$ cat src/rtl/shutdown_sense_scanner.sv
// rtl/shutdown_sense_scanner.sv - round-robin 8-board shutdown sense scanner; optional pass_count via SENSE_SCAN_PASS_COUNT_EN
`timescale 1ns/1ps
module shutdown_sense_scanner #(
  parameter int unsigned SETTLE_CYCLES = 25,
  parameter int unsigned CONFIRM_COUNT = 4
) (
  input  logic        clk,
  input  logic        resetn,
  input  logic        scan_en,
  input  logic        clear,
  input  logic        sense_in,
  output logic [2:0]  sel,
  output logic [7:0]  sense_latched,
  output logic        shutdown_sense,
  output logic [2:0]  sense_num,
  output logic        scan_done
`ifdef SENSE_SCAN_PASS_COUNT_EN
  ,
  output logic [31:0] pass_count
`endif
);

  typedef enum logic [1:0] {
    IDLE    = 2'd0,
    SETTLE  = 2'd1,
    SAMPLE  = 2'd2,
    CONFIRM = 2'd3
  } state_e;

  localparam logic [15:0] SETTLE_LAST  = 16'(SETTLE_CYCLES - 1);
  localparam logic [3:0]  CONFIRM_LAST = 4'(CONFIRM_COUNT - 1);

  state_e      state_q, state_d;
  logic [2:0]  sel_q, sel_d;
  logic [15:0] timer_q, timer_d;
  logic [3:0]  hit_q, hit_d;
  logic [7:0]  latched_q, latched_d;
  logic        sd_q, sd_d;
  logic [2:0]  num_q, num_d;
  logic        done_q, done_d;
  logic        latch;
  logic        advance;

  // Scan sequencing: settle, sample, confirm, then step to the next board.
  always_comb begin
    state_d = state_q;
    sel_d   = sel_q;
    timer_d = timer_q;
    hit_d   = hit_q;
    latch   = 1'b0;
    advance = 1'b0;
    case (state_q)
      IDLE: begin
        if (scan_en) begin
          state_d = SETTLE;
          sel_d   = 3'd0;
          timer_d = 16'd0;
        end
      end
      SETTLE: begin
        if (timer_q == SETTLE_LAST) begin
          state_d = SAMPLE;
        end else begin
          timer_d = timer_q + 16'd1;
        end
      end
      SAMPLE: begin
        if (sense_in) begin
          if (CONFIRM_COUNT == 1) begin
            latch   = 1'b1;
            advance = 1'b1;
          end else begin
            state_d = CONFIRM;
            hit_d   = 4'd1;
          end
        end else begin
          advance = 1'b1;
        end
      end
      CONFIRM: begin
        if (sense_in) begin
          if (hit_q == CONFIRM_LAST) begin
            latch   = 1'b1;
            advance = 1'b1;
          end else begin
            hit_d = hit_q + 4'd1;
          end
        end else begin
          advance = 1'b1;
        end
      end
      default: state_d = IDLE;
    endcase

    if (advance) begin
      state_d = SETTLE;
      sel_d   = sel_q + 3'd1;
      timer_d = 16'd0;
      hit_d   = 4'd0;
    end

    // Dropping scan_en abandons the board in progress without latching.
    if (!scan_en && (state_q != IDLE)) begin
      state_d = IDLE;
      sel_d   = 3'd0;
      timer_d = 16'd0;
      hit_d   = 4'd0;
      latch   = 1'b0;
      advance = 1'b0;
    end
  end

  // Fault flags: clear first, then a same-cycle latch lands on the cleared set.
  always_comb begin
    latched_d = clear ? 8'd0 : latched_q;
    sd_d      = clear ? 1'b0 : sd_q;
    num_d     = clear ? 3'd0 : num_q;
    if (latch) begin
      latched_d[sel_q] = 1'b1;
      if (!sd_d) begin
        sd_d  = 1'b1;
        num_d = sel_q;
      end
    end
    done_d = advance && (sel_q == 3'd7);
  end

  // State and output registers.
  always_ff @(posedge clk or negedge resetn) begin
    if (!resetn) begin
      state_q   <= IDLE;
      sel_q     <= 3'd0;
      timer_q   <= 16'd0;
      hit_q     <= 4'd0;
      latched_q <= 8'd0;
      sd_q      <= 1'b0;
      num_q     <= 3'd0;
      done_q    <= 1'b0;
    end else begin
      state_q   <= state_d;
      sel_q     <= sel_d;
      timer_q   <= timer_d;
      hit_q     <= hit_d;
      latched_q <= latched_d;
      sd_q      <= sd_d;
      num_q     <= num_d;
      done_q    <= done_d;
    end
  end

`ifdef SENSE_SCAN_PASS_COUNT_EN
  logic [31:0] pass_q;

  // Completed-pass counter, bumped on the same edge that raises scan_done.
  always_ff @(posedge clk or negedge resetn) begin
    if (!resetn) begin
      pass_q <= 32'd0;
    end else if (done_d) begin
      pass_q <= pass_q + 32'd1;
    end
  end

  assign pass_count = pass_q;
`endif

  assign sel            = sel_q;
  assign sense_latched  = latched_q;
  assign shutdown_sense = sd_q;
  assign sense_num      = num_q;
  assign scan_done      = done_q;

endmodule

$ cat config.mk
export PLATFORM = sky130hd
export DESIGN_NAME = shutdown_sense_scanner
export DESIGN_NICKNAME = d
export VERILOG_FILES = /design/src/rtl/shutdown_sense_scanner.sv
export SDC_FILE = /design/constraint.sdc
export NUM_CORES = 1
export LEC_CHECK = 0
export BUFFER_PORTS_ARGS = -buffer_cell sky130_fd_sc_hd__buf_4
export CAP_MARGIN = 20
export CORE_ASPECT_RATIO = 2
export CORE_MARGIN = 4
export CORE_UTILIZATION = 40
export DETAILED_ROUTE_END_ITERATION = 6
export SETUP_SLACK_MARGIN = 0.3
export SYNTH_ARGS = -nofsm -noshare
export SYNTH_HDL_FRONTEND = slang
export SYNTH_SLANG_ARGS = --single-unit
$ cat constraint.sdc
create_clock -name clk -period 3.6 [get_ports clk]
set_input_delay 0.18 -clock clk [delete_from_list [all_inputs] [get_ports clk]]
set_output_delay 0.18 -clock clk [all_outputs]
set_load 0.01 [all_outputs]
======== Yosys cells after proc, flatten, opt, wreduce, memory -nomap -nowiden ========
Index checks and enable logic that the tools add are counted.
W data, S select, Z words.
cells by class
  bitwise operators ....................... 1
  order comparisons ....................... 2
  reductions and logical operators ........ 15
  $add $sub $neg .......................... 3
  equality and inequality tests ........... 12
  muxes and demuxes ....................... 38
operators by type and width
  operator                 count
  $mux W16                 4
  $pmux W16 S2             1
  $ne A4 B4 Y1 const B     6
  $mux W3                  7
  $mux W4                  5
  $add A16 B1 Y16 const B  1
  $eq A16 B5 Y1 const B    1
  $mux W8                  2
  $mux W1                  10
  $mux W2                  5
  $or A8 B8 Y8             1
  $pmux W4 S2              1
  $reduce_and A4 Y1        2
  $reduce_bool A4 Y1       2
  $pmux W2 S3              1
  $reduce_bool A3 Y1       2
  $reduce_bool A5 Y1       1
  $add A4 B1 Y4 const B    1
  $eq A2 B2 Y1 const B     2
  $eq A4 B2 Y1 const B     1
  $lt A3 B4 Y1 const B     1
  $add A3 B1 Y3 const B    1
  $demux W1 S3             1
  $eq A3 B3 Y1 const B     1
  9 further kinds          11
storage, ports and cells
  register bits after elaboration ......... 38
  bits of input ports ..................... 5
  output and inout bits ................... 16

======== Longest topological paths before layout ========
Gate-level depths: netlist of run 1.
  word-level depth ........................ 6
  mapped depth ............................ 8

======== Worst setup path after synthesis of run 1 ========
Ideal clock, no wire load.
  kind .................................... register to register
  start ................................... register state_q[0]
  end ..................................... register state_q[0]
  setup slack ............................. 1.575 ns
  clock period less this slack ............ 2.025 ns
  setup time .............................. 0.126 ns
  path buffers ............................ 0
  cell stages (with the launch flop) ...... 7
  arrival time ............................ 1.899 ns
  data required time ...................... 3.474 ns
  cell sequence ........................... dfrtp_1 > inv_1 > ha_1 > or4b_2 > a211oi_1 > a221oi_1 > o32a_1
on the way
  word-level cells in the longest chain between the ends .. 4
  elaborated cells between the ends (all ways) .. 15
  those cells by class .................... eq/ne (6); mux (4); reduce/logical (5)
RTL lines
  element                                                 RTL line  text
  start: declaration                                      33        state_e state_q, state_d;
  start signal: assignment                                140       state_q <= state_d;
  $eq A2 B2 Y1, or another cell as far along              52        case (state_q)
  $pmux W1 S2, or another cell as far along               52
  $ne A4 B4 Y1 (no line), or another cell as far along    --
  $reduce_and A4 Y1 (no line) or $mux W2 (tied branches)  --
Parallel ways exist; a longest one is shown, timed or not.
A chain may end at the register's enable or synchronous reset.

======== Worst setup path in the final report of run 1 ========
  start ................................... register state_q[1]
  end ..................................... register timer_q[13]
on the way
  word-level cells in the longest chain between the ends .. 4
  elaborated cells between the ends (all ways) .. 14
  those cells by class .................... eq/ne (5); mux (4); reduce/logical (5)
RTL lines
  element                                                  RTL line  text
  $eq A2 B2 Y1, or another cell as far along               52
  $pmux W1 S2, or another cell as far along                52
  $ne A4 B4 Y1 (no line), or another cell as far along     --
  $reduce_and A3 Y1 (no line) or $mux W16 (tied branches)  --
  end signal: assignment                                   142       timer_q <= timer_d;
  end: declaration                                         35        logic [15:0] timer_q, timer_d;
Parallel ways exist; a longest one is shown, timed or not.

==> run summary, run 1 <==
The flow ran to the end, and the final reports show no timing, DRC or antenna violations. The power share of the clock group came out at 29.8%. The die outline width came out at 59.28 um. The async set or reset register ratio after synthesis is 100.0%. The utilization after layout is 46.94%. The reported net switching power came out at 524.4 uW. The highest achievable clock rate is 0.3991 GHz. The net count of the mapped netlist is 225. Clock-pin slew was measured on the worst setup and hold paths at 0.08 ns. The global placement routability congestion is 0.8561.

The die outline height came out at 110.6 um. STA puts the critical path data arrival time at 2.66 ns. The relative slew slack came out at 36.04%. The total internal power came out at 935.0 uW.

The number of global-route vias before repair is 1,709. Dividing the detail-routed wire length by the instance count gives 16.30 um. Net switching is 35.93% of the power. The number of H-tree levels came out at 2. The number of distinct standard cells referenced by the synthesized netlist is 55. The overall routed net length came out at 4693 um. Yosys attributes the largest share of cell area to sky130_fd_sc_hd__dfrtp_1 (45%), sky130_fd_sc_hd__ha_1 (5.4%), sky130_fd_sc_hd__a21oi_1 (4.3%).

The region available for standard cell placement spans 0.005139 sq mm. The critical path required time came out at 3.76 ns. The filler cell count in the final layout is 470. In the routed design, unresolved DRC markers number 0. 21 I/O pins were placed. The area share of the largest cell type after synthesis came out at 45.21%. The mean cell area of the mapped netlist is 9.968 sq um. The category of the worst setup path launch point is a flop.

The highest ir drop seen on vdd came out at 0.4430 mV. The routed layout has 1,713 vias. Global routing used 15.80% of the available tracks across all layers. TritonCTS built the clock tree.

Setup repair after global routing left no endpoint under its margin. The summed instance area of the synthesized netlist came out at 0.002103 sq mm. The tightest hold path in the finished design has a slack of 0.08879 ns. The per-cell via count in the routed design came out at 5.948.

The share of cells above drive strength 1 came out at 15.65%. The leakage power came out at 0.001038 uW. The repair_antennas step left the layout with diodes totalling 0. The final-report max-slew violation count is 0. The category of the worst setup path capture point is a flop. The count of warnings emitted by yosys is 0.

The detailed router finished its first iteration with 45 violations. The library cell used most frequently in the layout, excluding fill and tap cells, is sky130_fd_sc_hd__dfrtp_1. The number of buffers on the longest clock path came out at 2. From synthesis to final layout, the design area changed by 14.69%. The main flop type after synthesis is sky130_fd_sc_hd__dfrtp_1. In this run the power density over the cells is 605.0 mW/mm^2. The total overflow left after global routing is 0. The detailed-routing iteration count for the pre-antenna-repair pass came out at 4. In this run, synthesis inferred 0 flip-flops with an integrated enable. The clock period could shrink to 2.506 ns.

The share of total power in sequential cells came out at 37.0%. Total power for the finished layout comes to 1459 uW. The number of antenna violations at the first check in global routing is 0. Along the worst path, the maximum fanout reaches 27.

The net count of the finished layout is 243. The die outline area is 0.006553 sq mm. The combinational group share of total power is 33.2%. The max capacitance violation total came out at 0. Once detail routing completed, the nets flagged for antenna violations numbered 0.

The final setup violation count is 0. The number of hold-slack violations in the final timing report is 0. The total negative setup slack came out at 0 ns. The initialized floorplan defines 37 standard-cell rows. The sequential cell area fraction in the yosys report is 45.21%. The TritonCTS buffer count is 5. The measured slew at the worst slew-check pin came out at 0.9564 ns. The initial core utilization came out at 40.93%.

Synthesis inferred 38 register bits. CTS placed an instance of sky130_fd_sc_hd__clkbuf_8 at the clock tree root. The clock net sink count came out at 38.

The post-synthesis cell count came out at 211. The clock latency of the later-clocked register in the worst-skew pair came out at 0.29 ns. Clock skew on the completed layout was measured at 0.009035 ns. The quantity of gates resized following cts came out at 0.

The largest net degree at the start of global routing is 39. The largest total area in the synthesized netlist belongs to sky130_fd_sc_hd__dfrtp_1. The half-perimeter wire length after placement is 3408 um. The first global-routing pass estimated 8148 um of wire. In the layout the commonest cells are sky130_fd_sc_hd__dfrtp_1 (38), sky130_fd_sc_hd__buf_4 (20), sky130_fd_sc_hd__a21oi_1 (18). The worst hold path belongs to the class in -> reg. Port buffering added 20 buffers. The start-to-end type of the worst setup path is reg -> reg. The post-route fraction of the period consumed by the critical path came out at 69.60%.
==> power by group through the flow <==
stage / sequential (uW) / clock, uW / combinational (uW)
2_1_floorplan: 536 / 0 / 389
3_5_place_dp: 550 / 0 / 486
6_report: 540 / 434 / 485
5_1_grt: 551 / 464 / 546
3_3_place_gp: 548 / 0 / 486
4_1_cts: 540 / 445 / 491
==> worst max-delay path, cell delays in order (launching register included) <==
cell                       delay, ns
sky130_fd_sc_hd__dfrtp_1        0.43
sky130_fd_sc_hd__inv_1          0.10
sky130_fd_sc_hd__ha_1           0.28
sky130_fd_sc_hd__or3b_4         0.41
sky130_fd_sc_hd__a211oi_4       0.82
sky130_fd_sc_hd__or4b_2         0.26
sky130_fd_sc_hd__a21oi_1        0.06
==> through the flow <==
| step | instance area (sq um) | std cells | setup WS (ns) |
|---|---|---|---|
| 3_5_place_dp | 2265 | 279 | 1.125 |
| 4_1_cts | 2412 | 288 | 1.121 |
| 5_1_grt | 2412 | 288 | 0.9232 |
| 6_report | 2412 | 288 | 1.094 |
| 2_1_floorplan | 2103 | 211 | 1.575 |
| 3_3_place_gp | 2265 | 279 | 1.141 |
==> synthesized netlist by cell type (3+ instances only) <==
master / instances
sky130_fd_sc_hd__a31oi_1: 3
sky130_fd_sc_hd__dfrtp_1: 38
sky130_fd_sc_hd__o21ai_0: 7
sky130_fd_sc_hd__or4_1: 8
sky130_fd_sc_hd__nor2_1: 6
sky130_fd_sc_hd__a22o_1: 3
sky130_fd_sc_hd__nand3_1: 8
sky130_fd_sc_hd__inv_1: 11
sky130_fd_sc_hd__or3_1: 3
sky130_fd_sc_hd__ha_1: 9
sky130_fd_sc_hd__o31ai_1: 8
sky130_fd_sc_hd__o2bb2ai_1: 6
sky130_fd_sc_hd__nand2_1: 15
sky130_fd_sc_hd__nand2b_1: 7
sky130_fd_sc_hd__nand4_1: 3
sky130_fd_sc_hd__a21oi_1: 18
sky130_fd_sc_hd__a211oi_1: 3
sky130_fd_sc_hd__nor4_1: 5
sky130_fd_sc_hd__nor3_1: 4
sky130_fd_sc_hd__clkbuf_1: 5
==> sequential cells by signal, summed over array words and instances (netlist names) <==
register,count
timer_q,16
sel,3
state_q,2
sense_latched,8
scan_done,1
shutdown_sense,1
sense_num,3
hit_q,4
==> logic make-up after synthesis <==
| family | count (synthesis) | synth area share, % |
|---|---|---|
| AOI/OAI and AO/OA | 65 | 22.07 |
| adders and majority gates | 9 | 5.354 |
| buffers and inverters | 22 | 5.056 |
| DFF | 38 | 45.21 |
| muxes | 2 | 0.9519 |
| and+or+nand+nor | 75 | 21.36 |
==> what timing repair did <==
action                                 4_1_cts  5_1_grt
buffers inserted                             0        0
endpoints found under the hold margin       38        0
hold buffers                                 1        0
==> per-layer routing <==
metal,track usage (%),vias to the layer above,wire length (um)
met5,0,-,0
met4,6.051,0,85
met3,2.456,6,86
met2,27.47,22,2626
met1,18.51,845,1896
li1,-,840,-
==> cell type report <==
cell class,count,area [sq um],area share [%]
Timing Repair Buffer,21,160.2,6.639
Tap cell,58,72.57,3.008
Sequential cell,38,950.9,39.42
Clock inverter,3,68.82,2.853
Inverter,12,45.04,1.867
Clock buffer,5,68.82,2.853
Multi-Input combinational cell,151,1046,43.36
==> worst paths after layout <==
kind,startpoint,cells past startpoint,slack (ns),endpoint
worst max-delay path,state_q[1],6,1.09,timer_q[13]
worst min-delay path,clear,2,0.09,sense_latched[1]
worst max register to register,state_q[1],6,1.09,timer_q[13]
worst min register to register,sense_latched[5],1,0.50,sense_latched[5]
max in group asynchronous,resetn,2,2.86,sel[1]
min in group asynchronous,resetn,2,0.39,timer_q[4]
Power figures use the tool's default switching activity.
==> inputs of run 2 (changes only) <==
Settings changed: ABC_AREA set to 1.
Clock period 3.6 ns to 2.4 ns, I/O delays scaled along.
==> run summary, run 2 <==
The count of antenna-violating nets left after detailed routing is 0 (unchanged). The total inserted antenna cells came out at 0 (unchanged). The startpoint identified for the worst hold timing path is clear. The tightest hold margin is 0.2818 ns (+0.1930 ns). The number of port buffers came out at 20 (unchanged). The area share of the largest cell type after synthesis came out at 39.48% (-5.7 points). The signed area change from the synthesized netlist to the final layout came out at 14.91%. The total met3 wirelength after detailed routing is 178 um (+110%). The measured slew at the worst slew-check pin is 0.4937 ns (-0.4627 ns). The number of buffers on the longest clock path was 2 (unchanged). The leakage power is 0.001347 uW (+30%). The most common cell after layout, fill and taps aside is sky130_fd_sc_hd__nand2_1. The relative slew slack was 67.09% (+31 points). The number of distinct standard cells referenced by the synthesized netlist is 26 (-53%). The row count is 39 (+5.4%). The mean cell area of the mapped netlist was 7.480 sq um (-25%).

The number of hold-slack violations in the final timing report came out at 0 (unchanged). TritonCTS built the clock tree. The die outline area is 0.007402 sq mm (+13%). The number of DRC violations after detailed routing came out at 0 (unchanged). The post-route fraction of the period consumed by the critical path came out at 79.17% (+9.6 points). The number of enable-type register cells in the synthesized netlist was 0 (unchanged).

The critical path required time is 2.57 ns (-1.19 ns). The highest metal layer carrying signal wires in the routed design is met4. The critical path data arrival time came out at 2.07 ns (-0.59 ns). The half-perimeter wire length after placement is 4430 um (+30%).

Setup repair after global routing left no endpoint under its margin. The count of warnings emitted by yosys is 0 (unchanged). The share of cells above drive strength 1 is 17.87% (+2.2 points). The start-to-end type of the worst setup path is reg -> reg.

The most used flip-flop cell after synthesis is sky130_fd_sc_hd__dfrtp_1. The register with the most flip-flops in the final layout is timer_q. The cell total after placement is 398 (+43%). The area fraction in compound gates after synthesis came to 11.12% (-11 points). The synthesized-area fraction occupied by and/or/nand/nor cells came out at 36.47% (+15 points). The die outline height came out at 117.7 um (+6.5%). The async set or reset register ratio after synthesis is 100.0% (unchanged). The highest achievable clock rate came out at 0.5263 GHz (+32%). The path with the worst hold slack has its endpoint at shutdown_sense. The sequential cell area fraction in the yosys report is 39.48% (-5.7 points). The post-route non-filler standard cell count was 408 (+42%). The die outline width came out at 62.87 um (+6.1%). The worst reg-to-reg setup slack was 0.50 ns (-0.59 ns). The highest fanout seen on the critical path came out at 22 (-19%).

The path type of the worst min-delay path is in -> reg. The remaining global-route overflow is 0 (unchanged). The max capacitance violation total is 0 (unchanged). The net count of the finished layout is 361 (+49%). The global-route wire length before repair is 10,500 um (+29%). The area share of fa/ha/maj cells after synthesis was 4.675% (-0.68 points). The per-cell via count in the routed design is 5.441 (-8.5%). The clock latency of the later-clocked register in the worst-skew pair came out at 0.28 ns (about the same).

In the post-synthesis netlist, the biggest area contributors are sky130_fd_sc_hd__dfrtp_1 (39%), sky130_fd_sc_hd__nand2_1 (13%), sky130_fd_sc_hd__nand3_1 (9.1%). The post-synthesis share of cell area spent on xor and xnor gates came out at 0% (unchanged). The number of placed I/O pins was 21 (unchanged). The run finished with clean final reports. The library cells used most frequently in the layout, excluding fill and tap cells, are sky130_fd_sc_hd__nand2_1 (82), sky130_fd_sc_hd__nand3_1 (44), sky130_fd_sc_hd__dfrtp_1 (38). In this run the clock root is driven by a sky130_fd_sc_hd__clkbuf_16.

The post-detailed-route wirelength per cell is 14.53 um (-11%). The highest ir drop seen on vdd is 0.6402 mV (+45%). The detailed-routing iteration count for the pre-antenna-repair pass came out at 4 (unchanged). The post-synthesis cell count came out at 322 (+53%). By area, the combinational part of the netlist is dominated by simple AND/OR/NAND/NOR gates. The category of the worst setup path capture point is a flop. The power per cell area is 833.4 mW/mm^2 (+38%).

sky130_fd_sc_hd__nand2_1 is the most common cell in the netlist. In this run the critical register-to-register path is launched from state_q[0]. The number of flip-flops under the largest register name came out at 16 (unchanged).

The clock net sink count is 38 (unchanged). The count of cells along the worst hold path came out at 4 (+2). The number of global-route vias before repair is 2,185 (+28%).

The total core area is 0.005758 sq mm (+12%). The count of state elements after synthesis is 38 (unchanged). The synthesized design spends more area on one cell type than any other, namely sky130_fd_sc_hd__dfrtp_1. The final setup violation count came out at 0 (unchanged). The met2 layer wire length in the routed design came to 3205 um (+22%). The largest net degree at the start of global routing is 39 (unchanged).

The maximum clock skew at final layout came out at 0.003297 ns (-0.005739 ns). The number of antenna violations at the first check in global routing is 0 (unchanged). The total negative setup slack is 0 ns (unchanged). The summed instance area of the synthesized netlist is 0.002409 sq mm (+15%). The net count of the mapped netlist is 336 (+49%). The initial core utilization is 41.83% (+0.90 points). The multiplexer area fraction after synthesis came to 0% (-0.95 points). The global placement routability congestion is 0.8598 (+0.43%).

The number of H-tree levels is 2 (unchanged). The worst-case reg-to-reg path depth is 11 (+5). The clock transition at the registers of the reported paths came out at 0.06 ns (-0.02 ns). The shortest clock period the worst path allows after layout came out at 1.900 ns (-0.6056 ns). The number of vias after detailed routing was 2,220 (+30%). The first-iteration detailed-routing DRC count is 123 (+170%).

The worst register-to-register path ends at timer_q[7]. The wire length the detailed router placed on met1 came out at 2365 um (+25%). The overall routed net length is 5930 um (+26%). The global-route total usage across every layer was 17.84% (+2.0 points).

The TritonCTS buffer count is 5 (unchanged). The utilization after layout is 48.07% (+1.1 points). In the synthesized netlist, the cells that appear most often are sky130_fd_sc_hd__nand2_1 (82), sky130_fd_sc_hd__nand3_1 (44), sky130_fd_sc_hd__dfrtp_1 (38). STA classifies the critical path startpoint as a flop.

The final-report max-slew violation count is 0 (unchanged).
[run 2: cell types whose count changed after synthesis, sizes merged, moves of 8 or more]
cell	delta
a21oi	-14
o21ai	+12
o31ai	-8
or4	-8
nand2	+74
inv	+27
nor2	+34
nand3	+38
[run 2: power by group]
group | switching (uW) | internal, uW | leakage [uW]
Clock | 253 | 375 | 0.0000694
Combinational | 634 | 281 | 0.000752
Sequential | 70.5 | 694 | 0.000525
[run 2: timing repair]
action / CTS / global route
setup endpoints to repair: 0 / 16
hold buffers: 1 / 0
buffers inserted: 0 / 2
gates resized for setup: 0 / 2
endpoints found under the hold margin: 38 / 0
[run 2: how the worst max path moves through the flow]
| stage | from | to | depth (start not counted) |
|---|---|---|---|
| after floorplan | state_q[0] | timer_q[15] | 11 |
| after global placement | state_q[1] | timer_q[13] | 10 |
| after detailed placement | state_q[0] | timer_q[7] | 11 |
| after CTS | state_q[0] | timer_q[7] | 11 |
| after global routing | state_q[1] | sense_latched[4] | 6 |
| final | state_q[0] | timer_q[7] | 11 |
[run 2: cell families after synthesis]
logic type | after synthesis
simple gates | 193
buf+inv | 46
flops | 38
compound gates | 36
fa+ha+maj | 9
[run 2: cell type report]
cell class	count	area, sq um
Clock buffer	5	125.1
Clock inverter	2	10.01
Fill cell	602	2990
Inverter	38	142.6
Multi-Input combinational cell	238	1261
Sequential cell	38	950.9
Tap cell	61	76.32
Timing Repair Buffer	26	201.4
[run 2: worst max-delay path, cell delays in order (launching register included)]
cell	delay (ns)
sky130_fd_sc_hd__dfrtp_1	0.40
sky130_fd_sc_hd__inv_1	0.09
sky130_fd_sc_hd__ha_1	0.27
sky130_fd_sc_hd__o21bai_4	0.20
sky130_fd_sc_hd__nand2_2	0.09
sky130_fd_sc_hd__nor2_4	0.14
sky130_fd_sc_hd__inv_2	0.09
sky130_fd_sc_hd__nor2_4	0.12
sky130_fd_sc_hd__nor2_4	0.05
sky130_fd_sc_hd__buf_6	0.18
sky130_fd_sc_hd__nand2_1	0.11
sky130_fd_sc_hd__o21ai_2	0.05
[run 2: stage by stage]
| step | worst slack [ns] | area (sq um) | total power [uW] |
|---|---|---|---|
| floorplan | 0.7358 | 2409 | 1460 |
| finish | 0.5000 | 2768 | 2307 |
| detailed placement | 0.4228 | 2601 | 1660 |
| CTS | 0.4083 | 2746 | 2301 |
| global placement | 0.4568 | 2601 | 1649 |
| global route | 0.3310 | 2768 | 2494 |
[run 2: per-layer routing]
metal	vias to the layer above	track usage, %
li1	1109	-
met1	1050	19.68
met2	47	31.63
met3	14	3.534
met4	0	8.852
met5	-	0
==> inputs of run 3 (changes only) <==
Clock period 2.4 ns to 1.8 ns, I/O delays scaled along.
==> run summary, run 3 (synthesized netlist as in run 2, its figures left out) <==
The run finished with clean final reports. The final setup violation count is 0 (unchanged). The number of flip-flops under the largest register name is 16 (unchanged). The power per cell area came out at 1273 mW/mm^2 (+53%). Leaving out fill and tap cells, the most frequent cell in the layout is sky130_fd_sc_hd__nand2_1. The tightest hold margin is 0.1822 ns (-0.09957 ns). The die outline area is 0.007402 sq mm (unchanged).

The maximum clock skew at final layout came out at 0.003146 ns (-0.0001502 ns). The shortest clock period the worst path allows after layout was 1.760 ns (-0.1396 ns). The post-detailed-route wirelength per cell is 16.49 um (+13%). The total negative setup slack is 0 ns (unchanged). The longest individual stage delay on the worst path is 0.48 ns (+0.08 ns). The largest net degree at the start of global routing came to 39 (unchanged). The critical path required time is 1.98 ns (-0.59 ns).

The share of cells above drive strength 1 came out at 31.20% (+13 points). The detailed-routing iteration count for the pre-antenna-repair pass came out at 4 (unchanged). The master cell of the clock root buffer is sky130_fd_sc_hd__clkbuf_16.

The filler cell count in the final layout is 532 (-12%). TritonCTS built the clock tree. The global placement routability congestion came out at 0.9005 (+4.7%). Traced cell by cell, the critical path runs through ha_4 -> o21bai_4 -> nand3_2 -> o21ai_4 -> buf_6 -> nor2_4 -> buf_12 -> nand2_2 -> o21ai_2.

The number of placed I/O pins was 21 (unchanged). The global-route total usage across every layer came out at 19.44% (+1.6 points). Setup repair after global routing could not meet its margin everywhere. timer_q holds more flip-flops than any other register.

The critical path data arrival time is 1.94 ns (-0.13 ns). The worst setup path is launched from a flop. The max capacitance violation total came out at 0 (unchanged). The total inserted antenna cells came out at 0 (unchanged). The global-route wire length before repair is 11,390 um (+8.5%). The number of hold-slack violations in the final timing report came out at 0 (unchanged). The number of buffers on the longest clock path is 2 (unchanged).

The number of vias after detailed routing is 2,391 (+7.7%). The final-report max-slew violation count is 0 (unchanged). The per-cell via count in the routed design was 5.484 (+0.79%).

The clock latency of the later-clocked register in the worst-skew pair came to 0.29 ns (about the same). The highest fanout seen on the critical path is 6 (-73%). The relative slew slack came out at 66.09% (-0.99 points). The total core area came out at 0.005758 sq mm (unchanged). The number of H-tree levels came out at 2 (unchanged). The number of DRC violations after detailed routing came to 0 (unchanged).

The start-to-end type of the worst setup path is reg -> reg. The die outline height came out at 117.7 um (unchanged). The clock net sink count is 38 (unchanged). The remaining global-route overflow is 0 (unchanged). The signed area change from the synthesized netlist to the final layout came out at 37.71%. The measured slew at the worst slew-check pin is 0.5086 ns (+0.01490 ns). The net count of the finished layout was 388 (+7.5%).

The worst hold path belongs to the class in -> reg. The overall routed net length was 7191 um (+21%). The count of antenna-violating nets left after detailed routing came to 0 (unchanged). The half-perimeter wire length after placement is 4766 um (+7.6%). The number of antenna violations at the first check in global routing came to 0 (unchanged). The cell with the largest stage delay on the worst path is sky130_fd_sc_hd__dfrtp_2. The top cell types in the final layout, fill and taps aside, are sky130_fd_sc_hd__nand2_1 (82), sky130_fd_sc_hd__nand3_1 (40), sky130_fd_sc_hd__buf_4 (40). The number of port buffers came out at 20 (unchanged). The clock transition at the registers of the reported paths is 0.06 ns (about the same). The row count is 39 (unchanged). The first-iteration detailed-routing DRC count is 119 (-3.3%). The leakage power came out at 0.001605 uW (+19%). The sum of buffers and inverters on the critical path is 2 (-1).

The post-route fraction of the period consumed by the critical path is 97.80% (+19 points). The highest achievable clock rate is 0.5680 GHz (+7.9%). The TritonCTS buffer count is 5 (unchanged).

The initial core utilization came out at 41.83% (unchanged). The largest delay contributor family on the critical path is flip-flops. STA classifies the critical path endpoint as a flop. The number of global-route vias before repair is 2,408 (+10%). The highest ir drop seen on vdd is 0.8177 mV (+28%).

The die outline width is 62.87 um (unchanged).
## run 3: path summary, 6_finish.rpt
check,slack (ns),from,end,depth (start not counted)
worst min-delay path,0.18,sense_in,shutdown_sense,3
worst min register to register,0.49,sense_latched[5],sense_latched[5],2
worst max register to register,0.04,state_q[1],timer_q[3],9
min in group asynchronous,0.31,resetn,timer_q[10],2
max in group asynchronous,1.11,resetn,state_q[0],2
worst max-delay path,0.04,state_q[1],timer_q[3],9
## run 3: worst min-delay path, stage by stage
cell and delay, ns:
sky130_fd_sc_hd__buf_4 0.15, sky130_fd_sc_hd__nand3_4 0.13, sky130_fd_sc_hd__nand2_1 0.06
## run 3: metal layers
metal | up-vias | track usage, % | wire [um]
met5 | - | 0 | 0
met4 | 0 | 10.79 | 276
met3 | 24 | 3.343 | 229
met2 | 56 | 37.86 | 4159
met1 | 1136 | 18.19 | 2526
li1 | 1175 | - | -
## run 3: repair_timing
item,CTS,global route
hold buffers,1,0
endpoints found under the hold margin,38,0
endpoints found under the setup margin,37,37
gates resized for setup,19,31
gates cloned,2,2
pin swaps,6,8
buffers inserted,2,5
## run 3: final cells by class
cell class | instances | area [sq um] | share of cell area [%]
Tap cell | 61 | 76.32 | 2.301
Clock buffer | 5 | 125.1 | 3.772
Timing Repair Buffer | 50 | 446.7 | 13.47
Sequential cell | 38 | 953.4 | 28.74
Multi-Input combinational cell | 241 | 1501 | 45.27
Inverter | 38 | 145.1 | 4.376
Clock inverter | 3 | 68.82 | 2.075
## run 3: report_power, final
part | switching [uW] | leakage [uW] | total [uW] | internal, uW
sequential | 118 | 0.000523 | 1050 | 928
combinational | 1190 | 0.000988 | 2020 | 831
clock | 359 | 0.0000940 | 1160 | 796
total | 1670 | 0.00161 | 4220 | 2550
## run 3: stage by stage
step / utilization [%] / total power, uW / cells / cell area, sq um / setup slack, ns
after detailed placement: 47.65 / 2332 / 416 / 2744 / -0.1766
final: 57.61 / 4223 / 436 / 3317 / 0.03958
after global routing: 57.61 / 4458 / 436 / 3317 / -0.05312
after floorplan: - / 1962 / 322 / 2419 / 0.1589
after global placement: 47.65 / 2322 / 416 / 2744 / -0.09983
after CTS: 53.15 / 3715 / 429 / 3060 / 0.06062
